`src/rtl/flag_arb_reg.sv`:
```
// flag_arb_reg: N-channel toggle-flag capture register with an arbiter that
// forwards one captured word per cycle to a single registered output, tagged
// with its source channel. Supports round-robin or fixed-priority service and
// sticky per-channel overflow flags.
module flag_arb_reg #(
    parameter int WIDTH = 4,
    parameter int NCH   = 2,
    parameter int RR    = 1,
    parameter int CW    = $clog2(NCH)
) (
    input  logic                 clk,
    input  logic                 rstN,
    input  logic [NCH*WIDTH-1:0] d,
    input  logic [NCH-1:0]       f,
    input  logic                 clr_ovf,
    output logic [WIDTH-1:0]     q,
    output logic                 q_valid,
    output logic [CW-1:0]        q_ch,
    output logic [NCH-1:0]       ovf
);

    logic [WIDTH-1:0] hold [NCH];
    logic [NCH-1:0]   pend;
    logic [NCH-1:0]   f_d;
    logic             armed;
    logic [CW-1:0]    rr_last;

    logic [NCH-1:0]   ev;
    logic             gnt_found;
    logic [CW-1:0]    gnt_idx;
    logic [NCH-1:0]   gnt_vec;
    logic [NCH-1:0]   ovf_set;
    logic [NCH-1:0]   pend_nx;

    // Search the pending vector starting after the last served channel
    // (round-robin) or from channel 0 (fixed priority); returns {found, index}.
    function automatic logic [CW:0] pick(input logic [NCH-1:0] p,
                                         input logic [CW-1:0]  last);
        logic           found;
        logic [CW-1:0]  idx;
        logic [NCH-1:0] sh;
        int             start;
        int             j;
        found = 1'b0;
        idx   = '0;
        start = (RR != 0) ? ((int'(last) + 1) % NCH) : 0;
        for (int k = 0; k < NCH; k++) begin
            j  = (start + k) % NCH;
            sh = p >> j;
            if (!found && sh[0]) begin
                found = 1'b1;
                idx   = CW'(j);
            end
        end
        return {found, idx};
    endfunction

    // Flag-change detection, grant selection and next-state of pending/overflow.
    always_comb begin
        ev                   = armed ? (f ^ f_d) : '0;
        {gnt_found, gnt_idx} = pick(pend, rr_last);
        gnt_vec              = gnt_found ? (NCH'(1) << gnt_idx) : '0;
        ovf_set              = ev & pend & ~gnt_vec;
        pend_nx              = (pend & ~gnt_vec) | ev;
    end

    // Capture on flag events, forward the granted word, track overflow state.
    always_ff @(posedge clk or negedge rstN) begin
        if (!rstN) begin
            q       <= '0;
            q_valid <= 1'b0;
            q_ch    <= '0;
            ovf     <= '0;
            pend    <= '0;
            f_d     <= '0;
            armed   <= 1'b0;
            rr_last <= CW'(NCH - 1);
            for (int i = 0; i < NCH; i++) begin
                hold[i] <= '0;
            end
        end else begin
            f_d   <= f;
            armed <= 1'b1;
            pend  <= pend_nx;
            ovf   <= (clr_ovf ? '0 : ovf) | ovf_set;
            for (int i = 0; i < NCH; i++) begin
                if (ev[i]) begin
                    hold[i] <= d[i*WIDTH +: WIDTH];
                end
            end
            if (gnt_found) begin
                q       <= hold[gnt_idx];
                q_ch    <= gnt_idx;
                q_valid <= 1'b1;
                rr_last <= gnt_idx;
            end else begin
                q_valid <= 1'b0;
            end
        end
    end

endmodule

```
`config.mk`:
```
export PLATFORM = sky130hd
export DESIGN_NAME = flag_arb_reg
export DESIGN_NICKNAME = d
export VERILOG_FILES = /design/src/rtl/flag_arb_reg.sv
export SDC_FILE = /design/constraint.sdc
export NUM_CORES = 1
export LEC_CHECK = 0
export CAP_MARGIN = 20
export CORE_MARGIN = 1
export CORE_UTILIZATION = 42
export DETAILED_ROUTE_END_ITERATION = 10
export PLACE_DENSITY = 0.69
export SETUP_SLACK_MARGIN = 0.05
export SYNTH_ARGS = -nofsm -noshare
export SYNTH_HDL_FRONTEND = slang
export SYNTH_SLANG_ARGS = --single-unit
```
`constraint.sdc`:
```
create_clock -name clk -period 1.3 [get_ports clk]
set_input_delay 0.26 -clock clk [delete_from_list [all_inputs] [get_ports clk]]
set_output_delay 0.26 -clock clk [all_outputs]
set_load 0.005 [all_outputs]
```
Word level (Yosys, flattened, before mapping)
Index checks and enable logic that the tools add are counted.
{ "totals": {"reg_bits": 22, "out_inout_bits": 8, "elab_cells": 40} }
{ "op_classes": {"addsub": 2, "magnitude_cmp": 1, "shifts": 3, "mux": 11, "bitwise": 11, "n_reduce_logical": 2} }
{ "op_table": {"columns": ["cell", "count"], "rows": [
  ["$shr 2x32->1", 2],
  ["$mux 4", 3],
  ["$and 2x2->2", 3],
  ["$mux 2", 3],
  ["$mux 1", 5],
  ["$or 2x2->2", 2],
  ["$add 2x2->3 const B", 1],
  ["$and 1x1->1", 2],
  ["$ge 2x2->1 const B", 1],
  ["$not 1->2", 1],
  ["$not 2->2", 1],
  ["$shl 1x1->2 const A", 1],
  ["$xor 2x2->2", 1],
  ["$add 1x1->1 const B", 1],
  ["$and 1x1->1 const A", 1],
  ["$logic_and 1x1->1", 1],
  ["$logic_not 1->1", 1]
]} }

Longest topological paths before layout
Gate-level depths: netlist of run 1.
{ "depth": {"depth_word": 13, "ltp_mapped": 4, "ltp_nobuf": 3} }

Least setup slack after synthesis of run 1
No wires, ideal clock.
{ "synth_path": {"path_kind": "reg2reg", "start": "reg f_d[1]", "end": "reg hold[0] in the netlist's numbering", "setup_ps": 125, "t_arrival_ps": 954, "required_ps": 1175, "setup_slack_ps": 221, "path_stages_with_launch": 4, "path_buffers": 0, "period_less_slack_ps": 1079, "path_cell_list": "dfrtp_1 xor2_1 nand2_2 mux2_4"} }
{ "synth_between": {"elab_chain_len": 2} }
{ "synth_lines": {"columns": ["element", "line", "rtl"], "rows": [
  ["start, declared", "24", "logic [NCH-1:0] f_d;"],
  ["start signal, assigned", "75", "f_d <= '0;"],
  ["start signal, assigned", "82", "f_d <= f;"],
  ["$xor 2x2->2", "60", "ev = armed ? (f ^ f_d) : '0;"],
  ["$mux 2", "60", null],
  ["end signal, assigned by index", "88", "hold[i] <= d[i*WIDTH +: WIDTH];"],
  ["end, declared", "22", "logic [WIDTH-1:0] hold [NCH];"]
]} }
Every way passes these cells.
A chain may end at the register's enable or synchronous reset.

Worst setup path in the final report of run 1
{ "layout_path": {"start": "reg q[2]", "end": "out q[2]"} }
{ "layout_lines": {"columns": ["element", "line", "rtl"], "rows": [
  ["start, declared", "16", "output logic [WIDTH-1:0] q,"],
  ["start signal, assigned", "92", "q <= hold[gnt_idx];"]
]} }
No word-level cell between the ends.

==> results of run 1 <==
## per-stage QoR
step           area [um2]  hold WS (ps)
5_1_grt              1190           107
2_1_floorplan         890         -35.6
3_3_place_gp         1150           508
4_1_cts              1180           274
3_5_place_dp         1150           510
6_report             1190           117
## metal layers
layer	vias to the layer above	track usage	part of all wire
met5	-	0	0
met4	0	0.0667	0.0053
met3	2	0.0377	0.043
met2	17	0.205	0.45
met1	257	0.232	0.50
li1	286	-	-
## worst max-delay path by stage
| stage | cells past startpoint | slack (ps) | from | endpoint |
|---|---|---|---|---|
| final | 1 | 90 | q[2] | q[2] |
| after floorplan | 3 | 220 | f_d[1] | hold[0] |
| after detailed placement | 4 | -240 | f[0] | hold[7] |
| after CTS | 1 | 70 | q[0] | q[0] |
| after global routing | 1 | 50 | q[3] | q[3] |
| after global placement | 4 | -230 | f[0] | hold[7] |
## cell type report
type / count / area (um2) / area share
clock buffers: 4 / 26.3 / 0.0220
inverters: 3 / 11.3 / 0.00943
multi-input cells: 40 / 314 / 0.263
flip-flops and latches: 22 / 553 / 0.463
well taps: 27 / 33.8 / 0.0283
repair buffers: 26 / 255 / 0.214
## placed cells by master, fill, tap and decap left out, types with 2 or more instances in the layout
master           netlist  layout
dfrtp_1               21      20
clkdlybuf4s50_1        0      11
mux2_4                 8       8
o22ai_1                6       6
buf_4                  1       5
nor2b_1                4       4
a211oi_1               4       4
nor2_1                 4       4
dlygate4sd2_1          0       4
clkdlybuf4s15_1        0       4
inv_1                  3       3
nand2_1                3       3
clkbuf_4               0       3
xor2_1                 2       2
nand2_2                2       2
## flip-flops by register name, indices dropped and copies added (netlist names)
register and cells:
armed 1, f_d 2, hold 8, ovf 2, pend 2, q 4
q_ch 1, q_valid 1, rr_last 1
## report_power, final
part           switching [uW]  leakage, uW  internal [uW]
clock                     192    0.0000150            119
sequential               96.7     0.000262            834
combinational             159     0.000282            294
total                     447     0.000559           1250
## cells by family (layout without fill, tap and decap cells)
logic type / Yosys count / after routing / synth area share
buffers and inverters: 5 / 33 / 0.0267
xor gates and xnor gates: 2 / 2 / 0.0197
other: 1 / 1 / 0.00422
muxes: 8 / 8 / 0.135
and+or+nand+nor: 16 / 16 / 0.0928
DFF: 22 / 22 / 0.620
AOI/OAI and AO/OA: 13 / 13 / 0.101
## timing repair
action | CTS | global route
resized for setup | 8 | 6
setup endpoints to repair | 8 | 10
pin swaps | 0 | 3
setup buffers | 1 | 1
==> flow_summary.yaml, run 1 <==
cts:
  clock-sinks: 22
  cts_tree: "yes"
  clk_path_buf_depth: 2
  htree_levels: 1
  clock-root-buffer: "clkbuf_4"
  clk_pin_slew_worst_paths_ps: 120
  cts_inserted_buffers: 3
  cts_hold_buf: 0
  clock_latency_ps: 300
routing:
  firstDrtPassIters: 4
  drt_iter0_drc: 12
  drt-vias-per-instance: 4.61
  wirelength_mm: 1.50
  vias: 562
  route.detailed.drc: 0
  ant_nets: 0
  routedWlPerCell_um: 12.3
synthesis:
  ys_ff_latch: 22
  synth_most_common_cell: "dfrtp_1"
  synth_top_area_cell: "dfrtp_1"
  synth_fp_nets: 80
  avgSynthCellArea_um2: 13.3
  synth_area_um2: 890
  synth_warnings: 0
  netlist_instances: 67
  async_flop_share: 1.00
  synth_area_leaders: "dfrtp_1, mux2_4, o22ai_1"
  ys.flop_type: "dfrtp_1"
  synth_cell_types: 20
  yosys.area.top_type_share: 0.591
  synth_edf_count: 0
  synth_common_cells: "dfrtp_1, mux2_4, o22ai_1"
  synth_seq_area_share: 0.620
floorplanning:
  core-area_mm2: 0.00198
  initial_core_util: 0.449
  std_cell_rows: 16
  io_pins: 21
  die_h_um: 48.0
  die_x_um: 48.0
  dieArea_mm2: 0.00231
worst_setup_path:
  critPathLaunchType: "register"
  reg2regPathDepth: 3
  critPathArrivalTime_ps: 950
  r2r-start: "f_d[0]"
  setup.worst_path.class: "reg2out"
  r2r_slack_ps: 180
  cp_slowest_stage_delay_ps: 390
  cp_cell_sequence: "dlygate4sd2_1"
  cp_top_family: "flip-flops"
  crit_slowest_cell: "dfrtp_1"
  crit_required_ps: 1040
  path_buf_inv: 1
  cp_max_fo: 2
  timing.rr.end: "hold[7]"
  end_kind: "output pin"
power:
  irDropWorstVdd_v: 0.000837
  power_uw: 1690
  leakage_uw: 0.000559
  power_density_mw_per_mm2: 1420
worst_hold_path:
  min_from: "f[0]"
  worstHoldPathCells: 1
  hold_class: "in2reg"
  min_to: "f_d[0]"
global_routing:
  grt_first_pass_wirelength_mm: 2.32
  groute.usage.overall: 0.153
  grt_pass1_vias: 492
  grt_max_degree: 23
  antenna_found_initial: 0
  grt-ovfl-total: 0
finish:
  layoutNonFillerInstCount: 122
  drive_above_1_share: 0.242
  n_antenna_cell: 0
  final_core_util: 0.602
  syn2layout_area_growth_pct: 34.2
  nFillCells: 152
  fin_nets: 109
placed_design:
  gp_congestion: 0.777
  dpl.hpwl_mm: 1.08
  place_ws_ps: -243
  dp.cells: 116
  port_buffers: 20
timing:
  setup_tns_ps: 0
  worst_slack_ps: 94.2
  slew_violations: 0
  post-route-period-util: 0.928
  rsz0062_at_grt: "false"
  maxClockFrequency_mhz: 829
  skew_ps: 10.8
  fin_crit_ps: 1210
  setup_viol: 0
  hold_viol: 0
flow_run:
  max-cap-violations: 0
status:
  status: "finished, final reports clean"
No activity file was read; power rests on OpenSTA's default activity.
==> run 2, diff against run 1 <==
--- a/config.mk
+++ b/config.mk
@@ -7,9 +7,9 @@
 export LEC_CHECK = 0
 export CAP_MARGIN = 20
 export CORE_MARGIN = 1
-export CORE_UTILIZATION = 42
+export CORE_UTILIZATION = 45
 export DETAILED_ROUTE_END_ITERATION = 10
-export PLACE_DENSITY = 0.69
+export PLACE_DENSITY = 0.73
 export SETUP_SLACK_MARGIN = 0.05
 export SYNTH_ARGS = -nofsm -noshare
 export SYNTH_HDL_FRONTEND = slang
==> flow_summary.yaml, run 2 (synthesized netlist as in run 1, its figures left out) <==
timing:
  skew_ps: 5.63
  post-route-period-util: 0.933
  setup_tns_ps: 0
  worst_hold_slack_ps: 113
  maxClockFrequency_mhz: 824
  slew_violations: 0
  hold_viol: 0
  fin_crit_ps: 1210
  rsz0062_at_grt: "false"
  setup_viol: 0
worst_setup_path:
  critPathLaunchType: "register"
  path_buf_inv: 1
  setup.worst_path.class: "reg2out"
  cp_max_fo: 2
  crit_required_ps: 1040
  end_kind: "output pin"
  critPathArrivalTime_ps: 950
  cp_slowest_stage_delay_ps: 390
  r2r-start: "f_d[0]"
  timing.rr.end: "hold[5]"
  reg2regPathDepth: 3
  r2r_slack_ps: 140
  cp_cell_sequence: "dlygate4sd2_1"
  crit_slowest_cell: "dfrtp_1"
  cp_top_family: "flip-flops"
finish:
  drive_above_1_share: 0.245
  final_cell_mix: "dfrtp_1, clkdlybuf4s50_1, mux2_4"
  regMostFlops: "hold"
  top_regs: "hold x8, q x4"
  syn2layout_area_growth_pct: 34.2
  layoutNonFillerInstCount: 119
  fin_nets: 108
  largest_reg_flops: 8
  design_area_mm2: 0.00119
  n_antenna_cell: 0
  layout_commonest_cell: "dfrtp_1"
floorplanning:
  initial_core_util: 0.499
  die_x_um: 46.5
  die_h_um: 46.5
  io_pins: 21
  core-area_mm2: 0.00178
  dieArea_mm2: 0.00216
  std_cell_rows: 15
placed_design:
  dpl.hpwl_mm: 1.19
  placed_cell_area_mm2: 0.00114
  dp.cells: 112
  port_buffers: 20
  gp_congestion: 0.718
worst_hold_path:
  min_from: "f[0]"
  min_to: "f_d[0]"
  worstHoldPathCells: 1
  hold_class: "in2reg"
routing:
  drt_iter0_drc: 3
  wirelength_mm: 1.64
  route.detailed.drc: 0
  drt-vias-per-instance: 4.89
  routedWlPerCell_um: 13.7
  ant_nets: 0
  firstDrtPassIters: 4
  vias: 582
cts:
  clock_latency_ps: 310
  cts_inserted_buffers: 3
  cts_hold_buf: 0
  clock-root-buffer: "clkbuf_4"
  clk_pin_slew_worst_paths_ps: 120
  htree_levels: 1
  clock-sinks: 22
  cts_tree: "yes"
  clk_path_buf_depth: 2
global_routing:
  groute.usage.overall: 0.178
  grt_pass1_vias: 546
  grt-ovfl-total: 0
  antenna_found_initial: 0
  grt_first_pass_wirelength_mm: 2.57
  grt_max_degree: 23
status:
  status: "finished, final reports clean"
power:
  power_density_mw_per_mm2: 1480
  irDropWorstVdd_v: 0.00101
  power_uw: 1770
  leakage_uw: 0.000557
flow_run:
  max-cap-violations: 0
==> run 2: changes by cell type in the layout (fill, tap and decap cells not counted) <==
cell | previous run | this run
clkbuf_1 | 1 | 0
buf_4 | 5 | 4
clkbuf_8 | 0 | 1
==> run 2: worst max-delay path by stage <==
stage	from	endpoint	slack [ps]	cells after the start
6_report	q[1]	q[1]	90	1
5_1_grt	q[1]	q[1]	50	1
4_1_cts	ovf[1]	ovf[1]	40	1
3_5_place_dp	f[0]	hold[5]	-270	4
3_3_place_gp	f[0]	hold[7]	-230	4
2_1_floorplan	f_d[1]	hold[0]	220	3
==> run 2: timing repair <==
item / CTS / global route
setup endpoints to repair: 8 / 14
buffers inserted: 1 / 2
hold endpoints to repair: 0 / 0
pin swaps: 0 / 2
cloned: 0 / 0
gates resized for setup: 8 / 6
==> run 2: layer usage <==
metal  vias to the layer above  GRT usage  part of all wire
met5                         -          0                 0
li1                        289          -                 -
met1                       275      0.225              0.44
met3                         2     0.0392             0.039
met4                         0     0.0706             0.015
met2                        16      0.292              0.51
==> run 2: area by class of cell <==
type / count / area [um2]
sequential: 22 / 553
tap: 25 / 31.3
multi-input combinational: 40 / 314
clock buffer: 4 / 36.3
inverter: 3 / 11.3
fill: 146 / 589
timing repair buffer: 25 / 248
==> run 2: per-stage QoR <==
step | util | worst slack, ps
final | 0.669 | 86.7
after detailed placement | 0.637 | -274
after global placement | 0.637 | -234
after global routing | 0.669 | 52.2
after CTS | 0.656 | 44.6
after floorplan | - | 221
==> run 2: where the power goes <==
| group | internal [uW] | switching [uW] |
|---|---|---|
| logic | 296 | 157 |
| registers | 834 | 105 |
| clock network | 171 | 204 |
| total | 1300 | 466 |
==> run 3, diff against run 2 <==
--- a/config.mk
+++ b/config.mk
@@ -7,9 +7,9 @@
 export LEC_CHECK = 0
 export CAP_MARGIN = 20
 export CORE_MARGIN = 1
-export CORE_UTILIZATION = 45
+export CORE_UTILIZATION = 42
 export DETAILED_ROUTE_END_ITERATION = 10
-export PLACE_DENSITY = 0.73
+export PLACE_DENSITY = 0.72
 export SETUP_SLACK_MARGIN = 0.05
 export SYNTH_ARGS = -nofsm -noshare
 export SYNTH_HDL_FRONTEND = slang
==> constraint.sdc (replaced) <==
create_clock -name clk -period 1 [get_ports clk]
set_input_delay 0.2 -clock clk [delete_from_list [all_inputs] [get_ports clk]]
set_output_delay 0.2 -clock clk [all_outputs]
set_load 0.005 [all_outputs]
==> flow_summary.yaml, run 3 (synthesized netlist as in run 1, its figures left out) <==
worst_setup_path:
  cp_max_fo: 6
  critPathLaunchType: "input port"
  reg2regPathDepth: 3
  r2r_slack_ps: -130
  end_kind: "register"
  crit_path_end: "hold[5]"
  crit_required_ps: 1200
  r2r-start: "f_d[0]"
  crit_path_start: "f[0]"
  critPathArrivalTime_ps: 1340
  setup.worst_path.class: "in2reg"
  timing.rr.end: "hold[5]"
cts:
  clk_path_buf_depth: 2
  clock_latency_ps: 300
  clock-sinks: 22
  clock-root-buffer: "clkbuf_4"
  htree_levels: 1
  cts_tree: "yes"
  cts_hold_buf: 0
  clk_pin_slew_worst_paths_ps: 110
  cts_inserted_buffers: 3
flow_run:
  max-cap-violations: 0
global_routing:
  grt_max_degree: 13
  grt_first_pass_wirelength_mm: 2.79
  groute.usage.overall: 0.182
  antenna_found_initial: 0
  grt_pass1_vias: 676
  grt-ovfl-total: 0
placed_design:
  dp.cells: 122
  dpl.hpwl_mm: 1.25
  port_buffers: 20
  gp_congestion: 0.745
  place_ws_ps: -474
floorplanning:
  dieArea_mm2: 0.00231
  core-area_mm2: 0.00198
  std_cell_rows: 16
  die_h_um: 48.0
  io_pins: 21
  initial_core_util: 0.449
  die_x_um: 48.0
routing:
  wirelength_mm: 1.88
  drt_iter0_drc: 3
  vias: 653
  ant_nets: 0
  routedWlPerCell_um: 14.3
  drt-vias-per-instance: 4.98
  route.detailed.drc: 0
  firstDrtPassIters: 4
timing:
  hold_viol: 0
  post-route-period-util: 1.14
  fin_crit_ps: 1140
  maxClockFrequency_mhz: 876
  worst_hold_slack_ps: 171
  skew_ps: 2.53
  setup_viol: 22
  slew_violations: 0
  rsz0062_at_grt: "true"
  worst_slack_ps: -142
  setup_tns_ps: -1280
status:
  status: "finished, violations left"
  violations: "negative setup slack"
finish:
  regMostFlops: "hold"
  largest_reg_flops: 8
  top_regs: "hold x8, q x4"
  final_cell_mix: "dfrtp_1, clkdlybuf4s50_1, buf_4"
  layout_commonest_cell: "dfrtp_1"
  drive_above_1_share: 0.538
  nFillCells: 149
  n_antenna_cell: 0
  layoutNonFillerInstCount: 131
  fin_nets: 118
  syn2layout_area_growth_pct: 48.0
power:
  power_density_mw_per_mm2: 1880
  irDropWorstVdd_v: 0.00139
  leakage_uw: 0.000619
  power_uw: 2470
worst_hold_path:
  hold_class: "in2reg"
-- run 3: layer usage --
metal,global-route usage,routed length (um)
met5,0,0
met1,0.207,692
met2,0.319,1100
met4,0.0500,14
met3,0.0679,73
-- run 3: worst min path at each step --
| stage | start | end | slack [ps] | depth (start not counted) |
|---|---|---|---|---|
| 6_report | f[1] | f_d[1] | 170 | 1 |
| 3_3_place_gp | q_ch | q_ch | 510 | 2 |
| 3_5_place_dp | hold[0] | hold[0] | 520 | 1 |
| 4_1_cts | f[1] | f_d[1] | 150 | 1 |
| 2_1_floorplan | rstN | armed | -100 | 0 |
| 5_1_grt | f[1] | f_d[1] | 150 | 1 |
-- run 3: repair_timing --
item                                    in CTS  in global routing
gates resized for setup                     32                 25
pin swaps                                    3                  7
endpoints found under the setup margin      26                 27
buffers inserted                             4                  1
-- run 3: cell type report --
class | count | area [um2] | area share
Clock buffer | 4 | 26.3 | 0.0200
Inverter | 3 | 11.3 | 0.00856
Multi-Input combinational cell | 40 | 405 | 0.308
Sequential cell | 22 | 553 | 0.420
Tap cell | 27 | 33.8 | 0.0257
Timing Repair Buffer | 35 | 287 | 0.218
-- run 3: through the flow --
step           utilization  instance area [um2]
4_1_cts              0.619                 1230
5_1_grt              0.664                 1320
2_1_floorplan            -                  900
3_5_place_dp         0.602                 1190
6_report             0.664                 1320
3_3_place_gp         0.602                 1190
-- run 3: power by group --
| part | total (uW) | switching [uW] | internal, uW |
|---|---|---|---|
| logic | 827 | 306 | 521 |
| registers | 1240 | 157 | 1090 |
| clock network | 402 | 246 | 156 |
| total | 2470 | 709 | 1760 |
-- run 3: critical path, stage by stage --
cell	delay (ps)
clkdlybuf4s50_1	490
xor2_1	170
nand2_2	150
mux2_4	320
